**config.mk**
```make
export PLATFORM = sky130hd
export DESIGN_NAME = reg_bus_watchdog
export DESIGN_NICKNAME = d
export VERILOG_FILES = /design/src/rtl/reg_pkg.sv /design/src/rtl/reg_wdog_pkg.sv /design/src/rtl/reg_bus_watchdog.sv
export SDC_FILE = /design/constraint.sdc
export NUM_CORES = 1
export LEC_CHECK = 0
export CAP_MARGIN = 20
export CORE_UTILIZATION = 40
export CTS_BUF_LIST = sky130_fd_sc_hd__clkbuf_4 sky130_fd_sc_hd__clkbuf_8
export CTS_CLUSTER_SIZE = 24
export DETAILED_ROUTE_END_ITERATION = 12
export PLACE_DENSITY_LB_ADDON = 0.25
export SYNTH_ARGS = -nofsm -noshare
export SYNTH_HDL_FRONTEND = slang
export SYNTH_SLANG_ARGS = --single-unit
```
**constraint.sdc**
```tcl
create_clock -name clk_i -period 2.1 [get_ports clk_i]
set_input_delay 0.42 -clock clk_i [delete_from_list [all_inputs] [get_ports clk_i]]
set_output_delay 0.42 -clock clk_i [all_outputs]
set_load 0.05 [all_outputs]
```
**src/rtl/reg_pkg.sv**
```systemverilog
// Register-bus request/response types shared by the bridge, the watchdog and the demux.
package reg_pkg;

  typedef struct packed {
    logic [31:0] addr;
    logic        write;
    logic [31:0] wdata;
    logic [3:0]  wstrb;
    logic        valid;
  } reg_req_t;

  typedef struct packed {
    logic [31:0] rdata;
    logic        error;
    logic        ready;
  } reg_rsp_t;

endpackage

```
**src/rtl/reg_wdog_pkg.sv**
```systemverilog
// Watchdog FSM states, the default error read-data pattern and the error-response builder.
package reg_wdog_pkg;
  import reg_pkg::*;

  typedef enum logic [1:0] {
    ST_IDLE  = 2'd0,
    ST_WAIT  = 2'd1,
    ST_DRAIN = 2'd2
  } reg_wdog_state_e;

  localparam logic [31:0] ERR_RDATA_DEFAULT = 32'hBADC_AB1E;

  function automatic reg_rsp_t build_err_rsp(input logic [31:0] rdata);
    reg_rsp_t rsp;
    rsp       = '0;
    rsp.rdata = rdata;
    rsp.error = 1'b1;
    rsp.ready = 1'b1;
    return rsp;
  endfunction

endpackage

```
**src/rtl/reg_bus_watchdog.sv**
```systemverilog
// Register-bus timeout guard: forwards accesses, aborts ones the peripheral leaves hanging,
// and keeps the abandoned request presented downstream until it finally completes.
module reg_bus_watchdog
  import reg_wdog_pkg::*;
#(
  parameter type         req_t          = reg_pkg::reg_req_t,
  parameter type         rsp_t          = reg_pkg::reg_rsp_t,
  parameter int unsigned TIMEOUT_CYCLES = 1024,
  parameter logic [31:0] ERR_RDATA      = ERR_RDATA_DEFAULT,
  parameter int unsigned CNT_W          = 8
) (
  input  logic             clk_i,
  input  logic             rst_ni,
  input  req_t             in_req_i,
  output rsp_t             in_rsp_o,
  output req_t             out_req_o,
  input  rsp_t             out_rsp_i,
  input  logic             clear_i,
  output logic             timeout_o,
  output logic             drain_o,
  output logic [31:0]      err_addr_o,
  output logic [CNT_W-1:0] err_cnt_o
);

  localparam int unsigned       WCNT_W    = $clog2(TIMEOUT_CYCLES + 1);
  localparam logic [WCNT_W-1:0] WCNT_MAX  = WCNT_W'(TIMEOUT_CYCLES);
  localparam logic [WCNT_W-1:0] WCNT_ONE  = WCNT_W'(1);
  localparam logic [CNT_W-1:0]  ECNT_MAX  = '1;
  localparam logic [CNT_W-1:0]  ECNT_ONE  = CNT_W'(1);

  reg_wdog_state_e   state_q, state_d;
  logic [WCNT_W-1:0] wait_cnt_q, wait_cnt_d;
  req_t              hold_q, hold_d;
  logic [31:0]       err_addr_q, err_addr_d;
  logic [CNT_W-1:0]  err_cnt_q, err_cnt_d;
  logic [CNT_W-1:0]  err_cnt_base;

  always_ff @(posedge clk_i or negedge rst_ni) begin
    if (!rst_ni) begin
      state_q    <= ST_IDLE;
      wait_cnt_q <= '0;
      hold_q     <= '0;
      err_addr_q <= '0;
      err_cnt_q  <= '0;
    end else begin
      state_q    <= state_d;
      wait_cnt_q <= wait_cnt_d;
      hold_q     <= hold_d;
      err_addr_q <= err_addr_d;
      err_cnt_q  <= err_cnt_d;
    end
  end

  always_comb begin
    state_d      = state_q;
    wait_cnt_d   = wait_cnt_q;
    hold_d       = hold_q;
    err_addr_d   = err_addr_q;
    err_cnt_d    = err_cnt_q;
    out_req_o    = in_req_i;
    in_rsp_o     = out_rsp_i;
    timeout_o    = 1'b0;
    // An abort in the same cycle as a clear counts from zero, so the abort survives.
    err_cnt_base = clear_i ? '0 : err_cnt_q;

    if (clear_i) begin
      err_addr_d = '0;
      err_cnt_d  = '0;
    end

    unique case (state_q)
      ST_IDLE: begin
        wait_cnt_d = '0;
        if (in_req_i.valid && !out_rsp_i.ready) begin
          state_d    = ST_WAIT;
          wait_cnt_d = WCNT_ONE;
        end
      end

      ST_WAIT: begin
        if (!in_req_i.valid || out_rsp_i.ready) begin
          state_d    = ST_IDLE;
          wait_cnt_d = '0;
        end else if (wait_cnt_q == WCNT_MAX) begin
          in_rsp_o   = build_err_rsp(ERR_RDATA);
          timeout_o  = 1'b1;
          hold_d     = in_req_i;
          err_addr_d = in_req_i.addr;
          err_cnt_d  = (err_cnt_base == ECNT_MAX) ? ECNT_MAX : err_cnt_base + ECNT_ONE;
          state_d    = ST_DRAIN;
          wait_cnt_d = '0;
        end else begin
          wait_cnt_d = wait_cnt_q + WCNT_ONE;
        end
      end

      ST_DRAIN: begin
        // Keep the abandoned access on the bus; the peripheral's late reply is swallowed.
        out_req_o       = hold_q;
        out_req_o.valid = 1'b1;
        in_rsp_o        = '0;
        if (in_req_i.valid) begin
          in_rsp_o = build_err_rsp(ERR_RDATA);
        end
        if (out_rsp_i.ready) begin
          state_d = ST_IDLE;
        end
      end

      default: begin
        state_d    = ST_IDLE;
        wait_cnt_d = '0;
      end
    endcase
  end

  assign drain_o    = (state_q == ST_DRAIN);
  assign err_addr_o = err_addr_q;
  assign err_cnt_o  = err_cnt_q;

endmodule

```
**Word level (Yosys, flattened, before mapping)**

Cells that the tools add are included.

- Logic and storage cells: 51
- Bits in registers: 122

- Reductions and logical operators: 7
- Add/subtract/negate cells: 2
- Mux-type cells: 26
- Eq/ne operators: 7
- Bitwise operators: 1

Operator list:

| cell | count |
|---|---|
| 2-to-1 mux 32 bit | 4 |
| 2-to-1 mux 34 bit | 3 |
| 2-to-1 mux 70 bit | 1 |
| case mux 34 bit (2 select lines) | 1 |
| 2-to-1 mux 8 bit | 5 |
| case mux 11 bit (3 select lines) | 1 |
| 2-to-1 mux 11 bit | 2 |
| adder 11 x 1 -> 11 bit (second input constant) | 1 |
| == test 11 bit (second input constant) | 1 |
| adder 8 x 1 -> 8 bit (second input constant) | 1 |
| == test 8 bit (second input constant) | 1 |
| 2-to-1 mux 2 bit | 4 |
| case mux 2 bit (3 select lines) | 1 |
| AND reduction 3 bit | 2 |
| 2-to-1 mux 1 bit | 4 |
| inequality test 2 bit (second input constant) | 2 |
| inequality test 3 bit (second input constant) | 1 |
| == test 2 x 1 -> 1 bit (second input constant) | 1 |
| == test 2 bit (second input constant) | 1 |
| logical NOT 1 bit | 2 |
| logical NOT 2 bit | 1 |
| logical AND 1 bit | 1 |
| logical OR 1 bit | 1 |
| inverter 1 bit | 1 |

**Longest topological paths before layout**

- Word-level depth: 6
- Mapped depth: 10

**Worst setup path after synthesis**

Ideal clock, no wire load.

- Path kind: register to output
- Start: reg state_q[0]
- End: out out_req_o[65] (netlist name)
- Setup slack: -0.636 ns
- Path buffers: 3
- Data arrival time: 2.316 ns
- Stages on the path, launching flop included: 7
- Cell sequence: dfrtp_1 -> inv_1 -> ha_1 -> buf_2 -> buf_1 -> buf_1 -> mux2_2

RTL lines:

| element | line | source |
|---|---|---|
| start, declared | reg_bus_watchdog.sv:31 | `reg_wdog_state_e state_q, state_d;` |
| start signal, assigned | reg_bus_watchdog.sv:46 | `state_q <= state_d;` |
| end, declared | reg_bus_watchdog.sv:16 | `output req_t out_req_o,` |

==> metrics.cfg <==
[floorplanning]
die_h_microns = 124.7
ioPinCount = 253
die_area_sq_mm = 0.01556
core.rowCount = 44
die_w_microns = 124.7
core-area_sq_mm = 0.01459
start_util_pct = 41.30

[final_layout]
multiInputGateArea_sq_mm = 0.003288
area.growth.synth_to_final_pct = 88.27
drive_above_1_share_pct = 38.57
layout_commonest_cell = nand2_1
fillers = 888
diodes = 0
layout_common_cells = 232 x nand2_1, 138 x clkdlybuf4s50_1, 122 x dfrtp_1, 80 x buf_8, 60 x mux2_4
finish.instance_area_sq_mm = 0.01134
final_nets = 1082
seqCellArea_sq_mm = 0.003053

[place]
io_buffers = 252
hpwl_microns = 12480
place_area_sq_mm = 0.008932
place_congestion = 0.8439

[global_routing]
grt_antenna_before_repair = 0
grt_max_degree = 70
grt-ovfl-total = 0
grt_pass1_vias = 6482
grt_pass1_wl_microns = 34960
grt_use_total_pct = 28.77

[worst_setup_path]
cp_data_required_time_ps = 1680
path_cells = ha_2, and3b_2, nand4_4, clkinv_4, o21ai_4, clkbuf_16, nand2_4, buf_8
rr_startpoint = state_q[0]
arrival_ps = 2190
start_kind = flop
critPathLaunch = state_q[0]
crit_family = buffers and inverters
cp_max_fo = 5
max_stage_delay_ps = 430
worst-path-buf-inv = 3
critPathCaptureType = output port
critical_path_class = reg -> out
crit_slowest_cell = dfrtp_1

[timing]
fmax_mhz = 382.6
fin_crit_sh_pct = 124.5
fin_worst_skew_ps = 13.26
setup_tns_ps = -40900
setup_violations = 193
tightest_slew_ps = 648.3
maxSlewViolCount = 0
min_period_ps = 2613
hold_viol_final = 0
setup_ws_ps = -513.5
maxSlewHeadroom_pct = 56.78
rsz0062_at_grt = yes

[power]
total_power_w = 0.01184
ir_drop_mv = 0.5496
p_leak_nw = 5.576
powerDensity_mw_per_mm2 = 1044

[run]
drv_cap = 0

[route]
wl_per_cell_microns = 20.18
viasPerCell = 5.311
num_vias = 6182
drtIter0Drc = 317
wirelength_microns = 23480
post-route-drc-count = 0
dr.pass1.iters = 5
ant_nets = 0

[synth]
syn-instance-count = 636
ys_seq_area_share_pct = 50.67
synth_area_sq_mm = 0.006025
postSynth.asyncResetShare_pct = 100.0
synth_cell_types = 45
synth_nets = 748
yosysWarnings = 0
ys_ff_latch = 122
avgSynthCellArea_sq_um = 9.473
synth_edf_count = 0
synthFlopType = dfrtp_1

[clock_tree]
clk_latency_ps = 450
clockBufferDepth = 2
cts_tree = yes
cts_sinks = 122
cts_root_buf = clkbuf_8
cts.clk_slew.worst_paths_ps = 70
numCtsBuffers = 17
htree_levels = 4

[min_path]
hp-start = hold_q[40]
hp-class = reg -> reg

[status]
status = complete, but fails checks
violations = negative setup slack

final timing paths:
path                                  endpoint  slack (ps)  cells after the start
max in group asynchronous       err_addr_o[28]         850                      3
worst max-delay path              in_rsp_o[22]        -510                      8
worst max register to register   err_addr_o[4]        -130                     11
worst min-delay path                hold_q[40]         480                      2
min in group asynchronous       err_addr_o[18]         530                      2
worst min register to register      hold_q[40]         480                      2
state kept, by name, summed over array words and instances, names as in the netlist:
name	cells
state_q	2
hold_q	69
wait_cnt_q	11
err_addr_o	32
err_cnt_o	8
cell families (layout without fill, tap and decap cells):
kind of cell    count (synthesis)  after routing  synth area share, %
simple gates                  331            331                23.59
xor+xnor                        7              7                1.018
compound gates                 53             54                7.082
buf+inv                        47            390                3.364
fa+ha+maj                       5              5                1.038
mux                            71             71                13.23
flops                         122            122                50.68
through the flow:
| step | utilization, % | std cells | setup WS [ps] | hold slack (ps) |
|---|---|---|---|---|
| 2_1_floorplan | - | 636 | -45.97 | 124.4 |
| 3_3_place_gp | 61.23 | 1072 | -248.7 | 451.5 |
| 3_5_place_dp | 61.23 | 1072 | -306.2 | 457.9 |
| 4_1_cts | 75.09 | 1155 | -461.6 | 475.5 |
| 5_1_grt | 77.74 | 1164 | -576.8 | 499.6 |
| 6_report | 77.74 | 1164 | -513.5 | 476.7 |
tightest hold or removal path, stage by stage, from the launching register on:
cell and delay (ps):
dfrtp_1 350, nand2_1 50, nand2_1 50
per-layer routing:
layer | wire length (microns) | vias up | global-route usage [%]
met5 | 0 | - | 0
met4 | 912 | 0 | 12.62
met3 | 1653 | 65 | 8.376
met2 | 11680 | 260 | 48.20
met1 | 9240 | 3079 | 34.15
li1 | - | 2778 | -
Yosys cell counts (all sizes together) (3+ instances only):
| cell type | n | area, sq um |
|---|---|---|
| nand2 | 263 | 987.2 |
| dfrtp | 122 | 3053 |
| mux2 | 69 | 777.0 |
| a22o | 32 | 280.3 |
| clkbuf | 20 | 75.07 |
| buf | 18 | 93.84 |
| and2 | 15 | 93.84 |
| nor2 | 15 | 56.30 |
| inv | 9 | 33.78 |
| nand3 | 7 | 35.03 |
| ha | 5 | 62.56 |
| nand2b | 5 | 31.28 |
| o21ai | 5 | 25.02 |
| nand4 | 4 | 31.28 |
| nor3 | 4 | 20.02 |
| or4 | 4 | 30.03 |
| xnor2 | 4 | 35.03 |
| a21oi | 3 | 15.01 |
| nor2b | 3 | 18.77 |
| nor4b | 3 | 56.31 |
| xor2 | 3 | 26.28 |
power by group:
group | total [W] | internal [W] | switching [W]
logic | 0.00735 | 0.00340 | 0.00395
clock network | 0.00208 | 0.00115 | 0.000930
registers | 0.00241 | 0.00238 | 0.0000284
total | 0.0118 | 0.00693 | 0.00491
timing repair:
| action | 4_1_cts | 5_1_grt |
|---|---|---|
| setup buffers | 38 | 13 |
| endpoints found under the hold margin | 8 | 0 |
| resized for setup | 263 | 76 |
| pin swaps | 8 | 20 |
| cloned | 15 | 8 |
| setup endpoints to repair | 191 | 213 |
| hold buffers | 1 | 0 |
area by class of cell:
class | count | share of cell area [%]
tap | 184 | 2.030
sequential | 122 | 26.92
multi-input combinational | 468 | 28.99
clock buffer | 21 | 2.548
clock inverter | 8 | 0.8384
inverter | 9 | 0.3420
timing repair buffer | 352 | 38.33
No activity file was read; power rests on OpenSTA's default activity.
